`src/rtl/mant_div_seq.sv`:
```
// mant_div_seq -- sequential restoring divider for floating-point significands.
//
// Divides A = {1,m1} by B = {1,m2} one quotient bit per cycle, then normalises
// and rounds the quotient to a WIDTH-bit fraction (hidden 1 removed).
//
// Ports:
//   clk                 rising-edge clock
//   reset               asynchronous active-high reset
//   in_valid/in_ready   operand handshake (in_ready only while idle)
//   m1, m2              dividend / divisor fractions
//   rm                  rounding mode: 00 RNE, 01 RTZ, 10 RAZ, 11 RNE
//   flush               synchronous abort, returns to idle with cleared outputs
//   out_valid/out_ready result handshake; result held until taken
//   m3                  rounded quotient fraction
//   decrement_exponent  quotient was below 1.0
//   inexact             guard or sticky bit was set before rounding
module mant_div_seq #(
   parameter int WIDTH = 23
) (
   input  logic             clk,
   input  logic             reset,
   input  logic             in_valid,
   output logic             in_ready,
   input  logic [WIDTH-1:0] m1,
   input  logic [WIDTH-1:0] m2,
   input  logic [1:0]       rm,
   input  logic             flush,
   output logic             out_valid,
   input  logic             out_ready,
   output logic [WIDTH-1:0] m3,
   output logic             decrement_exponent,
   output logic             inexact
);

   localparam int QW = WIDTH + 3;            // quotient bits: integer bit + WIDTH+2 fraction
   localparam int RW = WIDTH + 2;            // remainder width, room for 2R
   localparam int CW = $clog2(WIDTH + 3);    // counter holds WIDTH+2

   typedef enum logic [1:0] {IDLE, DIVIDE, ROUND, DONE} state_t;

   state_t           state_q;
   logic [CW-1:0]    cnt_q;
   logic [QW-1:0]    q_q;
   logic [RW-1:0]    r_q;
   logic [RW-1:0]    b_q;
   logic [1:0]       rm_q;
   logic [WIDTH-1:0] m3_q;
   logic             dec_q;
   logic             inexact_q;

   // One restoring step. The very first step (counter still at its load
   // value) compares A itself, giving the integer bit of the quotient.
   logic [RW-1:0] r_shift;
   logic [RW-1:0] r_d;
   logic          q_bit;

   always_comb begin
      r_shift = (cnt_q == CW'(WIDTH + 2)) ? r_q : {r_q[RW-2:0], 1'b0};
      q_bit   = (r_shift >= b_q);
      r_d     = q_bit ? (r_shift - b_q) : r_shift;
   end

   // Normalisation and rounding of the finished quotient.
   logic [WIDTH-1:0] frac;
   logic             guard;
   logic             sticky;
   logic             norm_dec;
   logic             inc;
   logic [WIDTH-1:0] m3_d;
   logic             round_carry;

   always_comb begin
      if (q_q[QW-1]) begin
         frac     = q_q[QW-2:2];
         guard    = q_q[1];
         sticky   = q_q[0] | (|r_q);
         norm_dec = 1'b0;
      end else begin
         frac     = q_q[QW-3:1];
         guard    = q_q[0];
         sticky   = |r_q;
         norm_dec = 1'b1;
      end
      case (rm_q)
         2'b01:   inc = 1'b0;
         2'b10:   inc = guard | sticky;
         default: inc = guard & (sticky | frac[0]);
      endcase
      {round_carry, m3_d} = {1'b0, frac} + {{WIDTH{1'b0}}, inc};
   end

   always_ff @(posedge clk or posedge reset) begin
      if (reset) begin
         state_q   <= IDLE;
         cnt_q     <= '0;
         q_q       <= '0;
         r_q       <= '0;
         b_q       <= '0;
         rm_q      <= '0;
         m3_q      <= '0;
         dec_q     <= 1'b0;
         inexact_q <= 1'b0;
      end else if (flush) begin
         state_q   <= IDLE;
         cnt_q     <= '0;
         q_q       <= '0;
         r_q       <= '0;
         b_q       <= '0;
         rm_q      <= '0;
         m3_q      <= '0;
         dec_q     <= 1'b0;
         inexact_q <= 1'b0;
      end else begin
         case (state_q)
            IDLE: begin
               if (in_valid) begin
                  b_q     <= RW'({1'b1, m2});
                  r_q     <= RW'({1'b1, m1});
                  rm_q    <= rm;
                  q_q     <= '0;
                  cnt_q   <= CW'(WIDTH + 2);
                  state_q <= DIVIDE;
               end
            end
            DIVIDE: begin
               q_q <= {q_q[QW-2:0], q_bit};
               r_q <= r_d;
               if (cnt_q == '0) begin
                  state_q <= ROUND;
               end else begin
                  cnt_q <= cnt_q - CW'(1);
               end
            end
            ROUND: begin
               m3_q      <= m3_d;
               dec_q     <= norm_dec;
               inexact_q <= guard | sticky;
               state_q   <= DONE;
            end
            DONE: begin
               if (out_ready) begin
                  state_q <= IDLE;
               end
            end
            default: state_q <= IDLE;
         endcase
      end
   end

   // A legal significand quotient is below 2.0, so rounding never overflows
   // the fraction field.
   assert property (@(posedge clk) disable iff (reset)
                    (state_q == ROUND) |-> !round_carry);

   assign in_ready           = (state_q == IDLE);
   assign out_valid          = (state_q == DONE);
   assign m3                 = m3_q;
   assign decrement_exponent = dec_q;
   assign inexact            = inexact_q;

endmodule
```
`config.mk`:
```
export PLATFORM = sky130hd
export DESIGN_NAME = mant_div_seq
export DESIGN_NICKNAME = d
export VERILOG_FILES = /design/src/rtl/mant_div_seq.sv
export SDC_FILE = /design/constraint.sdc
export NUM_CORES = 1
export LEC_CHECK = 0
export CELL_PAD_IN_SITES_DETAIL_PLACEMENT = 1
export CELL_PAD_IN_SITES_GLOBAL_PLACEMENT = 2
export CORE_AREA = 3 3 203 126
export DETAILED_ROUTE_END_ITERATION = 10
export DIE_AREA = 0 0 206 129
export PLACE_DENSITY = 0.79
export SLEW_MARGIN = 15
export SYNTH_ARGS = -nofsm -noshare
export SYNTH_HDL_FRONTEND = slang
export SYNTH_SLANG_ARGS = --single-unit
```
`constraint.sdc`:
```
create_clock -name clk -period 3.57 [get_ports clk]
set_input_delay 0.714 -clock clk [delete_from_list [all_inputs] [get_ports clk]]
set_output_delay 0.714 -clock clk [all_outputs]
set_load 0.05 [all_outputs]
```
Word level (Yosys, flattened, before mapping)
Cells that the tools add are included.
{"block": "totals", "ff_bits": 110, "inputBits": 53, "word_cells": 72}
{"block": "op_classes", "order_cmp": 1, "n_mux": 34, "addsub": 3, "eq_ne": 10, "n_reduce_logical": 11, "n_bitwise": 4}
{"operator": "25-bit two-way mux", "count": 7}
{"operator": "23-bit two-way mux", "count": 3}
{"operator": "26-bit two-way mux", "count": 2}
{"operator": "26-bit case mux with 2 select lines", "count": 1}
{"operator": "25-bit case mux with 2 select lines", "count": 1}
{"operator": "25-bit greater-or-equal comparator", "count": 1}
{"operator": "25-bit OR reduction", "count": 1}
{"operator": "25-bit subtractor", "count": 1}
{"operator": "23-bit by 1-bit adder with 23-bit output", "count": 1}
{"operator": "5-bit two-way mux", "count": 3}
{"operator": "2-bit two-way mux", "count": 7}
{"operator": "5-bit case mux with 2 select lines", "count": 1}
{"operator": "2-bit case mux with 4 select lines", "count": 1}
{"operator": "1-bit two-way mux", "count": 7}
{"operator": "2-bit == test, second input constant", "count": 3}
{"operator": "3-bit by 2-bit inequality test with 1-bit output, second input constant", "count": 2}
{"operator": "3-bit inequality test, second input constant", "count": 2}
{"operator": "3-bit AND reduction", "count": 2}
{"operator": "2-bit nonzero test", "count": 3}
{"operator": "5-bit == test, second input constant", "count": 1}
{"operator": "5-bit logical NOT", "count": 1}
{"operator": "5-bit by 1-bit subtractor with 5-bit output, second input constant", "count": 1}
{"operator": "2-bit by 1-bit == test with 1-bit output, second input constant", "count": 2}
{"operator": "2-bit AND reduction", "count": 2}
{"operator": "other kinds (5)", "count": 7}

Logic depth before layout (Yosys ltp)
{"block": "depth", "ltp_word": 9, "mapped_depth": 19}

Least setup slack after synthesis
OpenSTA, ideal clock, no wires.
{"block": "synth_timing", "path_kind": "register -> register", "startpoint": "reg q_q[25]", "endpoint": "reg m3_q[22] (netlist: m3[22])", "t_required_ns": 3.504, "arrival_time_ns": 3.409, "slack_ns": 0.095, "n_path_buf": 3, "path_stages_with_launch": 18, "synth_period_minus_slack_ns": 3.475, "setup_ns": 0.066, "cell_sequence": "dfrtp_1 -> buf_6 -> buf_4 -> mux2_2 -> nor3_1 -> or2_2 -> a211oi_1 -> ha_1 -> ha_1 -> nand3_2 -> nor4_4 -> and4_1 -> buf_4 -> and4b_1 -> a211oi_1 -> a21o_1 -> o21ai_1 -> o211a_1"}
{"block": "synth_via", "elab_chain_len": 7, "word_cells_on_any_way": 10, "cone_classes": "add/sub (1); mux (6); bitwise (3)"}
{"element": "start, declared", "line_no": "43", "rtl": "logic [QW-1:0] q_q;"}
{"element": "start signal, assigned", "line_no": "126", "rtl": "q_q <= {q_q[QW-2:0], q_bit};"}
{"element": "1-bit two-way mux / 23-bit two-way mux (equally long branches)", "line_no": "73", "rtl": "if (q_q[QW-1]) begin"}
{"element": "1-bit bitwise OR", "line_no": "87", "rtl": "default: inc = guard & (sticky | frac[0]);"}
{"element": "1-bit bitwise AND", "line_no": "87"}
{"element": "1-bit case mux with 2 select lines", "line_no": "84", "rtl": "case (rm_q)"}
{"element": "23-bit by 1-bit adder with 23-bit output *", "line_no": "89", "rtl": "{round_carry, m3_d} = {1'b0, frac} + {{WIDTH{1'b0}}, inc};"}
{"element": "23-bit two-way mux *", "line_no": "114", "rtl": "case (state_q)"}
{"element": "23-bit two-way mux *", "line_no": "103", "rtl": "end else if (flush) begin"}
{"element": "end signal, assigned", "line_no": "135", "rtl": "m3_q <= m3_d;"}
{"element": "end, declared", "line_no": "47", "rtl": "logic [WIDTH-1:0] m3_q;"}
Every way passes the cells marked *; elsewhere a longest branch is shown, timed or not. The select of a mux whose other input is x is not followed.
A chain may end at the register's enable or synchronous reset.

Worst setup path after layout
{"block": "layout_timing", "startpoint": "reg cnt_q[1]", "endpoint": "reg r_q[24]"}
{"block": "layout_via", "elab_chain_len": 6, "word_cells_on_any_way": 7, "cone_classes": "add/sub (1); order compare (1); eq/ne (1); mux (4)"}
{"element": "start, declared", "line_no": "42", "rtl": "logic [CW-1:0] cnt_q;"}
{"element": "start signal, assigned", "line_no": "121", "rtl": "cnt_q <= CW'(WIDTH + 2);"}
{"element": "start signal, assigned", "line_no": "131", "rtl": "cnt_q <= cnt_q - CW'(1);"}
{"element": "5-bit == test *", "line_no": "58", "rtl": "r_shift = (cnt_q == CW'(WIDTH + 2)) ? r_q : {r_q[RW-2:0], 1'b0};"}
{"element": "25-bit two-way mux *", "line_no": "58"}
{"element": "25-bit subtractor / 25-bit greater-or-equal comparator (equally long branches)", "line_no": "60, 59"}
{"element": "25-bit two-way mux *", "line_no": "60", "rtl": "r_d = q_bit ? (r_shift - b_q) : r_shift;"}
{"element": "25-bit case mux with 2 select lines *", "line_no": "114"}
{"element": "25-bit two-way mux *", "line_no": "103"}
{"element": "end signal, assigned", "line_no": "118", "rtl": "r_q <= RW'({1'b1, m1});"}
{"element": "end signal, assigned", "line_no": "127", "rtl": "r_q <= r_d;"}
{"element": "end, declared", "line_no": "44", "rtl": "logic [RW-1:0] r_q;"}
Every way passes the cells marked *; elsewhere a longest branch is shown, timed or not.

==> flow_summary.toml <==
[run_status]
status = "finished clean"

[route]
via_per_inst = 5.22
routedWlPerCell_um = 19.3
drtIter0Drc = 422
drcViolationCount = 0
first_pass_iters = 4
routed_wl_um = 25600
num_vias = 6903
ant_nets = 0

[flow_run]
cap_viol_max_count = 0

[layout]
design_area_mm2 = 0.00979
nets = 1084
diodes = 0
fillers = 2779
area_growth_pct = 29.6
stdcell_count = 1323
final_util_pct = 41.0
final_layout_size_suffix_gt1_share_pct = 15.5

[logic_synthesis]
ys_seq_area_share_pct = 36.1
async_reset_ff_share_pct = 100
yosys_warnings = 0
postSynthRegisterBits = 109
synth.area.top_cells = "dfrtp_1 (36%), nand2_1 (8.5%), mux2i_1 (7.3%)"
synth_cells = 902
synth_fp_nets = 990
syn_area_mm2 = 0.00755
yosys-top-cells-count = "nand2_1 (171), dfrtp_1 (109), nor2_1 (65)"
synth_enable_flop_cells = 0
syn_avg_cell_area_um2 = 8.37
synth_cell_types = 62
synth_top_area_share_pct = 36.1
yosys.cell_count.top_type = "nand2_1"
yosysTopAreaCell = "dfrtp_1"
synth_flop_cell = "dfrtp_1"

[worst_setup_path]
critPathMaxFanout = 15
rr_startpoint = "cnt_q[1]"
crit_start = "cnt_q[1]"
critPathLaunchType = "flop"
critPathCaptureType = "flop"
crit_type = "flop to flop"
r2r_cells = 16
critPathArrivalTime_ns = 3.73
critPathRequiredTime_ns = 3.83

[clocking]
cts_max_path_buffers = 2
cts_buffers = 9
htree_levels = 3
cts_tree = "built"
cts_hold_buf = 0
clkSinkCount = 109
insertion_delay_ns = 0.37
cts-root-buf = "clkbuf_16"
clkSlewWorstSetupHoldPaths_ns = 0.08

[floorplan]
rows = 44
ios = 80
start_util_pct = 31.6
dieArea_mm2 = 0.0266
core_area_mm2 = 0.0239
die_w_um = 206
dieHeight_um = 129

[place]
placed_area_mm2 = 0.00891
io_buffers = 79
dpl.cell_count = 1292
place_congestion = 0.878
place_hpwl_um = 18500

[timing]
setup_violations = 0
rsz0062_at_grt = "true"
relSlewSlack_pct = 39.3
fin_tns_setup_ns = 0
period_needed_ns = 3.47
fmax_ghz = 0.288
maxSlewViolCount = 0
skew_ns = 0.0109
tightest_slew_ns = 0.911
finalHoldViolations = 0
fin_crit_sh_pct = 97.3

[global_routing]
grt_pass1_wl_um = 40900
grt_overflow = 0
grt_start_max_net_pins = 110
grt_usage_pct = 19.6
grt_pass1_vias = 7161
grt_antenna_before_repair = 0

[power_and_ir_drop]
ir_worst_vdd_v = 0.000327
power_density_mw_per_mm2 = 889
p_leak_nw = 4.14

[min_path]
min_from = "b_q[10]"
hp-class = "flop to flop"
hold_depth = 2
-- through the flow --
step,worst slack (ns),hold WS [ns],total power [mW]
after CTS,0.000540,0.488,7.85
after global routing,-0.0457,0.520,9.40
final,0.0963,0.483,8.70
after detailed placement,-0.162,0.471,6.63
after floorplan,0.0954,0.450,4.95
after global placement,0.0334,0.464,6.57
-- critical path, stage by stage, from the launching register on --
cell	delay, ns
dfrtp_1	0.39
inv_2	0.08
ha_4	0.14
nand4b_4	0.16
buf_12	0.20
mux2i_4	0.19
buf_4	0.16
fa_2	0.37
nand2b_4	0.17
a21oi_4	0.17
o211ai_1	0.12
buf_4	0.17
a21oi_4	0.15
o31ai_4	0.08
or3_4	0.35
and4_1	0.21
a211o_1	0.26
-- report_power, final --
part | leakage [nW] | internal [mW] | switching [mW]
combinational | 2.55 | 2.60 | 3.38
clock | 0.137 | 0.483 | 0.528
sequential | 1.45 | 1.47 | 0.247
total | 4.14 | 4.55 | 4.15
-- cells by family (layout without fill, tap and decap cells) --
kind of cell / Yosys count / after routing / synth area share [%]
xor gates and xnor gates: 46 / 46 / 5.33
and+or+nand+nor: 338 / 338 / 20.5
adders and majority gates: 35 / 35 / 5.90
muxes: 59 / 59 / 7.88
AOI/OAI and AO/OA: 216 / 216 / 18.9
DFF: 109 / 109 / 36.1
buffers and inverters: 99 / 198 / 5.40
-- area by class of cell --
| type | count | area (µm²) | area share, % |
|---|---|---|---|
| Clock buffer | 9 | 225 | 2.30 |
| Clock inverter | 7 | 52.6 | 0.537 |
| Inverter | 39 | 155 | 1.58 |
| Multi-Input combinational cell | 694 | 4840 | 49.4 |
| Sequential cell | 109 | 2730 | 27.9 |
| Tap cell | 322 | 403 | 4.12 |
| Timing Repair Buffer | 143 | 1380 | 14.1 |
-- routing by layer --
layer	track usage [%]	share of wire [%]
met1	31.2	53
met2	27.4	41
met3	4.10	5.1
met4	3.07	0.81
met5	0	0
-- final timing paths --
kind                                  to  slack (ns)
worst max-delay path             r_q[24]         0.1
worst min-delay path             b_q[10]        0.48
worst max register to register   r_q[24]         0.1
worst min register to register   b_q[10]        0.48
max in group asynchronous        r_q[19]        2.15
min in group asynchronous       cnt_q[2]        0.86
-- cell usage in the layout (no fill, tap or decap), drive strengths merged, types with 7 or more instances in the layout --
cell / n
a21oi: 59
a21o: 14
nand4: 10
xor2: 23
o211ai: 8
nand2: 171
inv: 41
a31oi: 9
nor4: 7
nor3: 16
ha: 34
clkdlybuf4s50: 79
buf: 63
nand3: 26
mux2i: 55
nor2: 65
o21ai: 58
xnor2: 23
and2: 8
nand2b: 13
clkbuf: 10
a22o: 34
dfrtp: 109
-- sequential cells by signal, summed over array words and instances (netlist names) --
signal,flops
state_q,2
cnt_q,5
q_q,26
decrement_exponent,1
m3,23
b_q,24
inexact,1
r_q,25
rm_q,2
-- repair_timing --
action,4_1_cts,5_1_grt
resized for setup,16,74
gates cloned,1,1
setup buffers,2,11
endpoints found under the setup margin,10,33
pin swaps,5,21
(Power assumes the default switching activity.)
